==> config.mk <==
export PLATFORM = sky130hd
export DESIGN_NAME = sync_fifo
export DESIGN_NICKNAME = d
export VERILOG_FILES = /design/src/rtl/sync_fifo.sv
export SDC_FILE = /design/constraint.sdc
export NUM_CORES = 1
export LEC_CHECK = 0
export CAP_MARGIN = 10
export CELL_PAD_IN_SITES_DETAIL_PLACEMENT = 1
export CELL_PAD_IN_SITES_GLOBAL_PLACEMENT = 1
export CORE_ASPECT_RATIO = 1.75
export CORE_MARGIN = 5
export CORE_UTILIZATION = 45
export DETAILED_ROUTE_END_ITERATION = 8
export GPL_TIMING_DRIVEN = 0
export PLACE_DENSITY_LB_ADDON = 0.15
export SLEW_MARGIN = 5
export SYNTH_ARGS = -nofsm -noshare
export SYNTH_HDL_FRONTEND = slang
export SYNTH_SLANG_ARGS = --single-unit
==> constraint.sdc <==
create_clock -name clock -period 4.3 [get_ports clock]
set_input_delay 0.86 -clock clock [delete_from_list [all_inputs] [get_ports clock]]
set_output_delay 0.86 -clock clock [all_outputs]
set_load 0.01 [all_outputs]
==> src/rtl/sync_fifo.sv <==
// sync_fifo: single-clock FIFO with registered count/threshold flags and synchronous flush.
// Define SYNC_FIFO_ERR_EN to add sticky overflow/underflow flags.
module sync_fifo #(
    parameter int WIDTH         = 8,
    parameter int DEPTH         = 16,
    parameter int AFULL_THRESH  = DEPTH - 2,
    parameter int AEMPTY_THRESH = 2,
    parameter int CW            = $clog2(DEPTH + 1)
) (
    input  logic             clock,
    input  logic             reset_L,
    input  logic             clear,
    input  logic             wr_en,
    input  logic [WIDTH-1:0] wr_data,
    input  logic             rd_en,
    output logic [WIDTH-1:0] rd_data,
    output logic             rd_valid,
    output logic             full,
    output logic             empty,
    output logic             almost_full,
    output logic             almost_empty,
    output logic [CW-1:0]    count,
    output logic             overflow,
    output logic             underflow
);
    localparam int PW = $clog2(DEPTH);
    logic [WIDTH-1:0] mem [DEPTH];
    logic [PW-1:0]    wr_ptr, rd_ptr;
    logic             wr_acc, rd_acc;
    logic [CW-1:0]    count_nx;
    always_comb begin
        rd_acc   = rd_en & ~empty & ~clear;
        wr_acc   = wr_en & (~full | rd_acc) & ~clear;
        count_nx = clear ? '0 : count + CW'(wr_acc) - CW'(rd_acc);
    end
    always_ff @(posedge clock)
        if (wr_acc) mem[wr_ptr] <= wr_data;
    // Flags are derived from the next count so they are exact right after the edge.
    always_ff @(posedge clock or negedge reset_L)
        if (!reset_L) begin
            wr_ptr       <= '0;
            rd_ptr       <= '0;
            count        <= '0;
            full         <= 1'b0;
            empty        <= 1'b1;
            almost_full  <= 1'b0;
            almost_empty <= 1'b1;
            rd_data      <= '0;
            rd_valid     <= 1'b0;
        end else begin
            wr_ptr       <= clear ? '0 : wr_acc ? (wr_ptr == PW'(DEPTH - 1) ? '0 : wr_ptr + PW'(1)) : wr_ptr;
            rd_ptr       <= clear ? '0 : rd_acc ? (rd_ptr == PW'(DEPTH - 1) ? '0 : rd_ptr + PW'(1)) : rd_ptr;
            count        <= count_nx;
            full         <= count_nx == CW'(DEPTH);
            empty        <= count_nx == '0;
            almost_full  <= count_nx >= CW'(AFULL_THRESH);
            almost_empty <= count_nx <= CW'(AEMPTY_THRESH);
            rd_data      <= rd_acc ? mem[rd_ptr] : rd_data;
            rd_valid     <= rd_acc;
        end
`ifdef SYNC_FIFO_ERR_EN
    always_ff @(posedge clock or negedge reset_L)
        if (!reset_L) begin
            overflow  <= 1'b0;
            underflow <= 1'b0;
        end else begin
            overflow  <= ~clear & (overflow | (wr_en & full & ~rd_acc));
            underflow <= ~clear & (underflow | (rd_en & empty));
        end
`else
    assign overflow  = 1'b0;
    assign underflow = 1'b0;
`endif
endmodule
==> results.yml, run 1 <==
status:
  outcome: "complete, no violations"
global_route:
  grt_overflow_total: 0
  grt_util_all_layers: 0.174
  grt_pass1_vias: 3521
  antenna_found_initial: 0
  grt_max_degree: 27
  grt_pass1_wl_um: 20900
synth:
  synthSimpleGateAreaFrac: 0.0419
  ys_ff_latch: 154
  synthDominantAreaCellType: "edfxtp_1"
  ys_top_cells_by_count: "128 x edfxtp_1, 27 x mux4_2, 24 x dfrtp_1, 24 x mux2i_1"
  synth_top_family_by_area: "multiplexers"
  synth_area_um2: 6360
  synth_edf_count: 128
  synth_compound_area_frac: 0.0262
  yosysMostFrequentCell: "edfxtp_1"
  ys_warn_count: 0
  avgSynthCellArea_um2: 18.8
  ys_seq_area_frac: 0.707
  synth_xor_area_frac: 0.00964
  synth.area.top_cells: "edfxtp_1 60%, mux4_2 9.6%, dfrtp_1 9.4%, mux2i_1 3.8%, mux4_1 2.1%"
  ys_async_sr_fraction: 0.169
  yosys_most_used_dff: "edfxtp_1"
  yosysTopAreaCellShare: 0.604
  syn_inst: 339
  synthMuxAreaShare: 0.166
  synthAdderAreaFrac: 0.0228
  ys_types: 45
placement:
  placed_area_um2: 6900
  gp_congestion: 0.744
  hpwl_um: 9680
  io_buffers: 30
critical_path:
  criticalPathCategory: "in -> reg"
  cp.required_ns: 4.62
  path_max_fanout: 9
  crit_path_end_kind: "flip-flop"
  worstSetupStartpointType: "input port"
  cp_data_arrival_time_ns: 4.35
timing:
  rsz0062_at_grt: "no"
  final-hold-violation-count: 0
  setup_viol: 0
  clock_skew_ns: 0.00662
  fin_crit_sh: 0.935
  layout_min_cycle_time_ns: 4.02
  maxSlewHeadroom: 0.378
  tightest_slew_ns: 0.927
  worst_hold_slack_ns: 0.468
  max_freq_mhz: 249
  slew_viol_final: 0
power_and_ir_drop:
  power_density_nw_per_um2: 547
  pwr-share-clk: 0.372
  power_frac_comb: 0.199
  p_seq_frac: 0.429
  p_switching_uw: 1050
  power_uw: 4120
  ir_drop_mv: 0.306
  p_sw_frac: 0.255
  p_int_uw: 3070
  leakage_uw: 0.00252
detailed_routing:
  via_per_inst: 5.43
  routedWlPerCell_um: 23.4
  final_antenna_net_count: 0
  drt_pre_antenna_iters: 4
  drc: 0
  drt_iter0_markers: 159
  finalWirelength_um: 13500
  routed-via-count: 3142
finish:
  multi_input_area_um2: 1740
  n_fill_cell: 1279
  design_area_um2: 7530
  num_antenna_cells: 0
  nets: 413
  areaGrowthSynthToFinish_pct: 18.4
  drive_gt1_frac: 0.224
  seq_area_um2: 4500
clock_tree:
  clockRootBuffer: "clkbuf_16"
  cts.sinks: 154
  cts_made_buffers: 17
  cts_tree: "yes"
  clk_pin_slew_ns: 0.06
  clk_path_buf_depth: 2
  h-tree-depth: 4
  ctsHoldBuffers: 0
  clock_latency_ns: 0.42
hold_path:
  hp-class: "in -> async"
die:
  ios: 33
  initial_core_util: 0.457
  row_count: 57
  dieArea_um2: 16700
  die_w_um: 99.9
  die_y_um: 167
  core_area_um2: 13900
run:
  cap_viol_max_count: 0
[worst paths after layout]
check,from,endpoint,slack (ns),depth (start not counted)
setup reg to reg,empty,full,0.63,12
min in group clock,rd_data[1],rd_data[1],0.50,1
setup / recovery,rd_en,full,0.28,13
hold / removal,reset_L,full,0.47,1
hold reg to reg,rd_data[1],rd_data[1],0.50,1
max in group asynchronous,reset_L,count[4],3.40,1
[worst max-delay path: stages]
cell,delay [ns]
clkdlybuf4s50_1,0.49
and2b_1,0.24
o21ai_2,0.16
or2_2,0.30
clkbuf_1,0.20
ha_1,0.32
inv_1,0.04
ha_1,0.21
fa_1,0.46
a21o_1,0.20
a2111oi_0,0.36
o21bai_2,0.24
nor4b_4,0.27
[routing by layer]
metal	GRT usage	share of wire	wire [um]
met1	0.188	0.38	5140
met2	0.326	0.58	7880
met3	0.0400	0.023	307
met4	0.0583	0.016	214
met5	0	0	0
[cell families after synthesis]
family | Yosys count
multiplexers | 63
buffers and inverters | 29
XOR/XNOR | 7
AND/OR/NAND/NOR | 50
flip-flops | 154
AO/OA/AOI/OAI | 24
other | 1
adder cells (fa/ha/maj) | 11
[per-stage QoR]
stage	util	cells	TNS [ns]	worst slack, ns
floorplan	-	340	0	0.744
global placement	0.495	547	-1.32	-0.602
detailed placement	0.496	547	-1.67	-0.642
CTS	0.541	579	0	0.0743
global route	0.542	579	0	0.0992
finish	0.542	579	0	0.278
[repair_timing]
item | 4_1_cts | 5_1_grt
endpoints found under the setup margin | 1 | 1
cloned | 0 | 0
buffers inserted | 0 | 0
gates resized for setup | 2 | 2
[sequential cells by signal (all words and copies together) (netlist names)]
register / flops
almost_empty: 1
almost_full: 1
count: 5
empty: 1
full: 1
mem: 128
rd_data: 8
rd_ptr: 4
rd_valid: 1
wr_ptr: 4
[area by class of cell]
| class | count | share of cell area |
|---|---|---|
| Multi-Input combinational cell | 157 | 0.232 |
| Timing Repair Buffer | 30 | 0.0392 |
| Tap cell | 177 | 0.0294 |
| Inverter | 12 | 0.00598 |
| Sequential cell | 154 | 0.597 |
| Clock inverter | 13 | 0.0224 |
| Buffer | 17 | 0.0156 |
| Clock buffer | 19 | 0.0588 |
[power groups by stage]
stage | clock network (uW) | logic, uW | registers (uW)
final | 1530 | 819 | 1770
after global routing | 1640 | 890 | 1780
after CTS | 1550 | 825 | 1770
after detailed placement | 0 | 813 | 1800
after global placement | 0 | 799 | 1800
after floorplan | 0 | 462 | 1830
[cells in the final DEF, fill, tap and decap left out, types with 2 or more instances in the layout]
cell               n
edfxtp_1         128
clkdlybuf4s50_1   29
mux4_2            27
mux2i_1           24
dfrtp_1           24
clkbuf_16         17
inv_1             12
nor2_1            12
nand2_1           10
ha_1              10
a21oi_1            8
and2_1             8
mux2_2             7
xor2_1             6
buf_2              6
mux4_1             5
clkbuf_1           4
nor3_2             4
buf_4              4
clkinv_4           4
nor2b_1            3
bufinv_16          3
a21o_1             2
nand2b_1           2
nor4_1             2
a211oi_1           2
a311oi_1           2
buf_6              2
o21ai_0            2
conb_1             2
dfstp_2            2
clkinvlp_4         2
Power figures use the tool's default switching activity.
==> run 2, diff against run 1 <==
--- a/config.mk
+++ b/config.mk
@@ -14,6 +14,7 @@
 export DETAILED_ROUTE_END_ITERATION = 8
 export GPL_TIMING_DRIVEN = 0
 export PLACE_DENSITY_LB_ADDON = 0.15
+export SETUP_SLACK_MARGIN = 0.15
 export SLEW_MARGIN = 5
 export SYNTH_ARGS = -nofsm -noshare
 export SYNTH_HDL_FRONTEND = slang
==> results.yml, run 2 (same netlist as run 1, synthesis figures left out) <==
power_and_ir_drop:
  p_sw_frac: 0.255
  power_density_nw_per_um2: 548
  p_switching_uw: 1060
  power_uw: 4140
  p_seq_frac: 0.427
  ir_drop_mv: 0.305
  power_frac_comb: 0.202
  leakage_uw: 0.00252
  p_int_uw: 3080
  pwr-share-clk: 0.370
detailed_routing:
  routed-via-count: 3141
  drt_pre_antenna_iters: 4
  wl_met2_um: 7870
  final_antenna_net_count: 0
  routedWlPerCell_um: 23.4
  met1_length_um: 5170
  wl_met3_um: 296
  via_per_inst: 5.42
  finalWirelength_um: 13500
  drt_iter0_markers: 160
  drc: 0
  top_layer_used: "met4"
global_route:
  grt_util_all_layers: 0.174
  grt_max_degree: 27
  grt_pass1_vias: 3520
  antenna_found_initial: 0
  grt_overflow_total: 0
  grt_pass1_wl_um: 20900
clock_tree:
  cts_tree: "yes"
  cts_made_buffers: 17
  ctsHoldBuffers: 0
  clk_pin_slew_ns: 0.06
  clock_latency_ns: 0.42
  h-tree-depth: 4
  clockRootBuffer: "clkbuf_16"
  cts.sinks: 154
  clk_path_buf_depth: 2
timing:
  clock_skew_ns: 0.00758
  tns_ns: 0
  setup_viol: 0
  rsz0062_at_grt: "no"
  tightest_slew_ns: 0.906
  worst_hold_slack_ns: 0.468
  maxSlewHeadroom: 0.393
  slew_viol_final: 0
  final-hold-violation-count: 0
  layout_min_cycle_time_ns: 3.95
  max_freq_mhz: 253
  fin_crit_sh: 0.919
placement:
  io_buffers: 30
  gp_congestion: 0.744
  hpwl_um: 9680
finish:
  reg.largest.list: "mem x128, rd_data x8, count x5"
  layout_common_cells: "128 x edfxtp_1, 29 x clkdlybuf4s50_1, 27 x mux4_2"
  nets: 413
  top_register: "mem"
  areaGrowthSynthToFinish_pct: 18.7
  layout_commonest_cell: "edfxtp_1"
  largest_reg_flops: 128
  num_antenna_cells: 0
  drive_gt1_frac: 0.226
critical_path:
  worstSetupStartpointType: "input port"
  startpoint: "rd_en"
  path_max_fanout: 9
  criticalPathCategory: "in -> reg"
  reg2reg_depth: 12
  crit_path_end_kind: "flip-flop"
  critical_path.reg2reg.startpoint: "empty"
  cp.required_ns: 4.62
  cp_data_arrival_time_ns: 4.28
die:
  row_count: 57
  die_w_um: 99.9
  core_area_um2: 13900
  ios: 33
  dieArea_um2: 16700
  initial_core_util: 0.457
  die_y_um: 167
status:
  outcome: "complete, no violations"
hold_path:
  hp-class: "in -> async"
run:
  cap_viol_max_count: 0
[run 2: cell count changes in the layout (fill, tap and decap cells not counted)]
cell,before,now
a2111oi_1,0,1
and2b_1,1,0
a2111oi_0,1,0
o21bai_4,0,1
o21ai_4,0,1
o21bai_2,1,0
o21ai_2,1,0
and2b_2,0,1
[run 2: power groups by stage]
stage / logic (uW) / clock network [uW] / registers [uW]
after detailed placement: 813 / 0 / 1800
after CTS: 843 / 1550 / 1770
final: 838 / 1530 / 1770
after global routing: 909 / 1640 / 1780
after global placement: 799 / 0 / 1800
after floorplan: 462 / 0 / 1830
[run 2: layer usage]
metal,global-route usage,up-vias
met2,0.326,40
li1,-,1430
met5,0,-
met3,0.0400,15
met4,0.0583,0
met1,0.189,1656
[run 2: final timing paths]
kind                              end  slack, ns
setup / recovery                 full       0.35
setup reg to reg                 full       0.70
max in group asynchronous    count[4]       3.40
hold reg to reg            rd_data[1]       0.50
hold / removal                   full       0.47
min in group clock         rd_data[1]       0.50
[run 2: worst max-delay path, cell delays in order]
cell and delay, ns:
clkdlybuf4s50_1 0.49, and2b_2 0.23, o21ai_4 0.11, or2_2 0.28, clkbuf_1 0.20, ha_1 0.32
inv_1 0.04, ha_1 0.21, fa_1 0.46, a21o_1 0.21, a2111oi_1 0.40, o21bai_4 0.23
nor4b_4 0.24
[run 2: final cells by class]
type,instances,area (um2)
fill,1278,6360
sequential,154,4500
multi-input combinational,157,1760
clock buffer,19,443
timing repair buffer,30,295
tap,177,221
clock inverter,13,169
buffer,17,118
inverter,12,45.0
[run 2: what timing repair did]
| item | 4_1_cts | 5_1_grt |
|---|---|---|
| gates cloned | 0 | 0 |
| setup endpoints to repair | 2 | 1 |
| setup buffers | 0 | 0 |
| resized for setup | 4 | 4 |
| endpoints found under the hold margin | 0 | 0 |
[run 2: per-stage QoR]
stage	worst slack [ns]	area [um2]	std cells	util
after floorplan	0.744	6360	340	-
after global placement	-0.602	6890	547	0.495
after detailed placement	-0.642	6900	547	0.496
after CTS	0.226	7530	579	0.542
after global routing	0.157	7550	579	0.543
final	0.347	7550	579	0.543
==> run 3, diff against run 2 <==
--- a/config.mk
+++ b/config.mk
@@ -13,6 +13,7 @@
 export CORE_UTILIZATION = 45
 export DETAILED_ROUTE_END_ITERATION = 8
 export GPL_TIMING_DRIVEN = 0
+export HOLD_SLACK_MARGIN = 0.05
 export PLACE_DENSITY_LB_ADDON = 0.15
 export SETUP_SLACK_MARGIN = 0.15
 export SLEW_MARGIN = 5
==> results of run 3 <==
No change in the layout: final DEF, timing and power equal those of run 2.
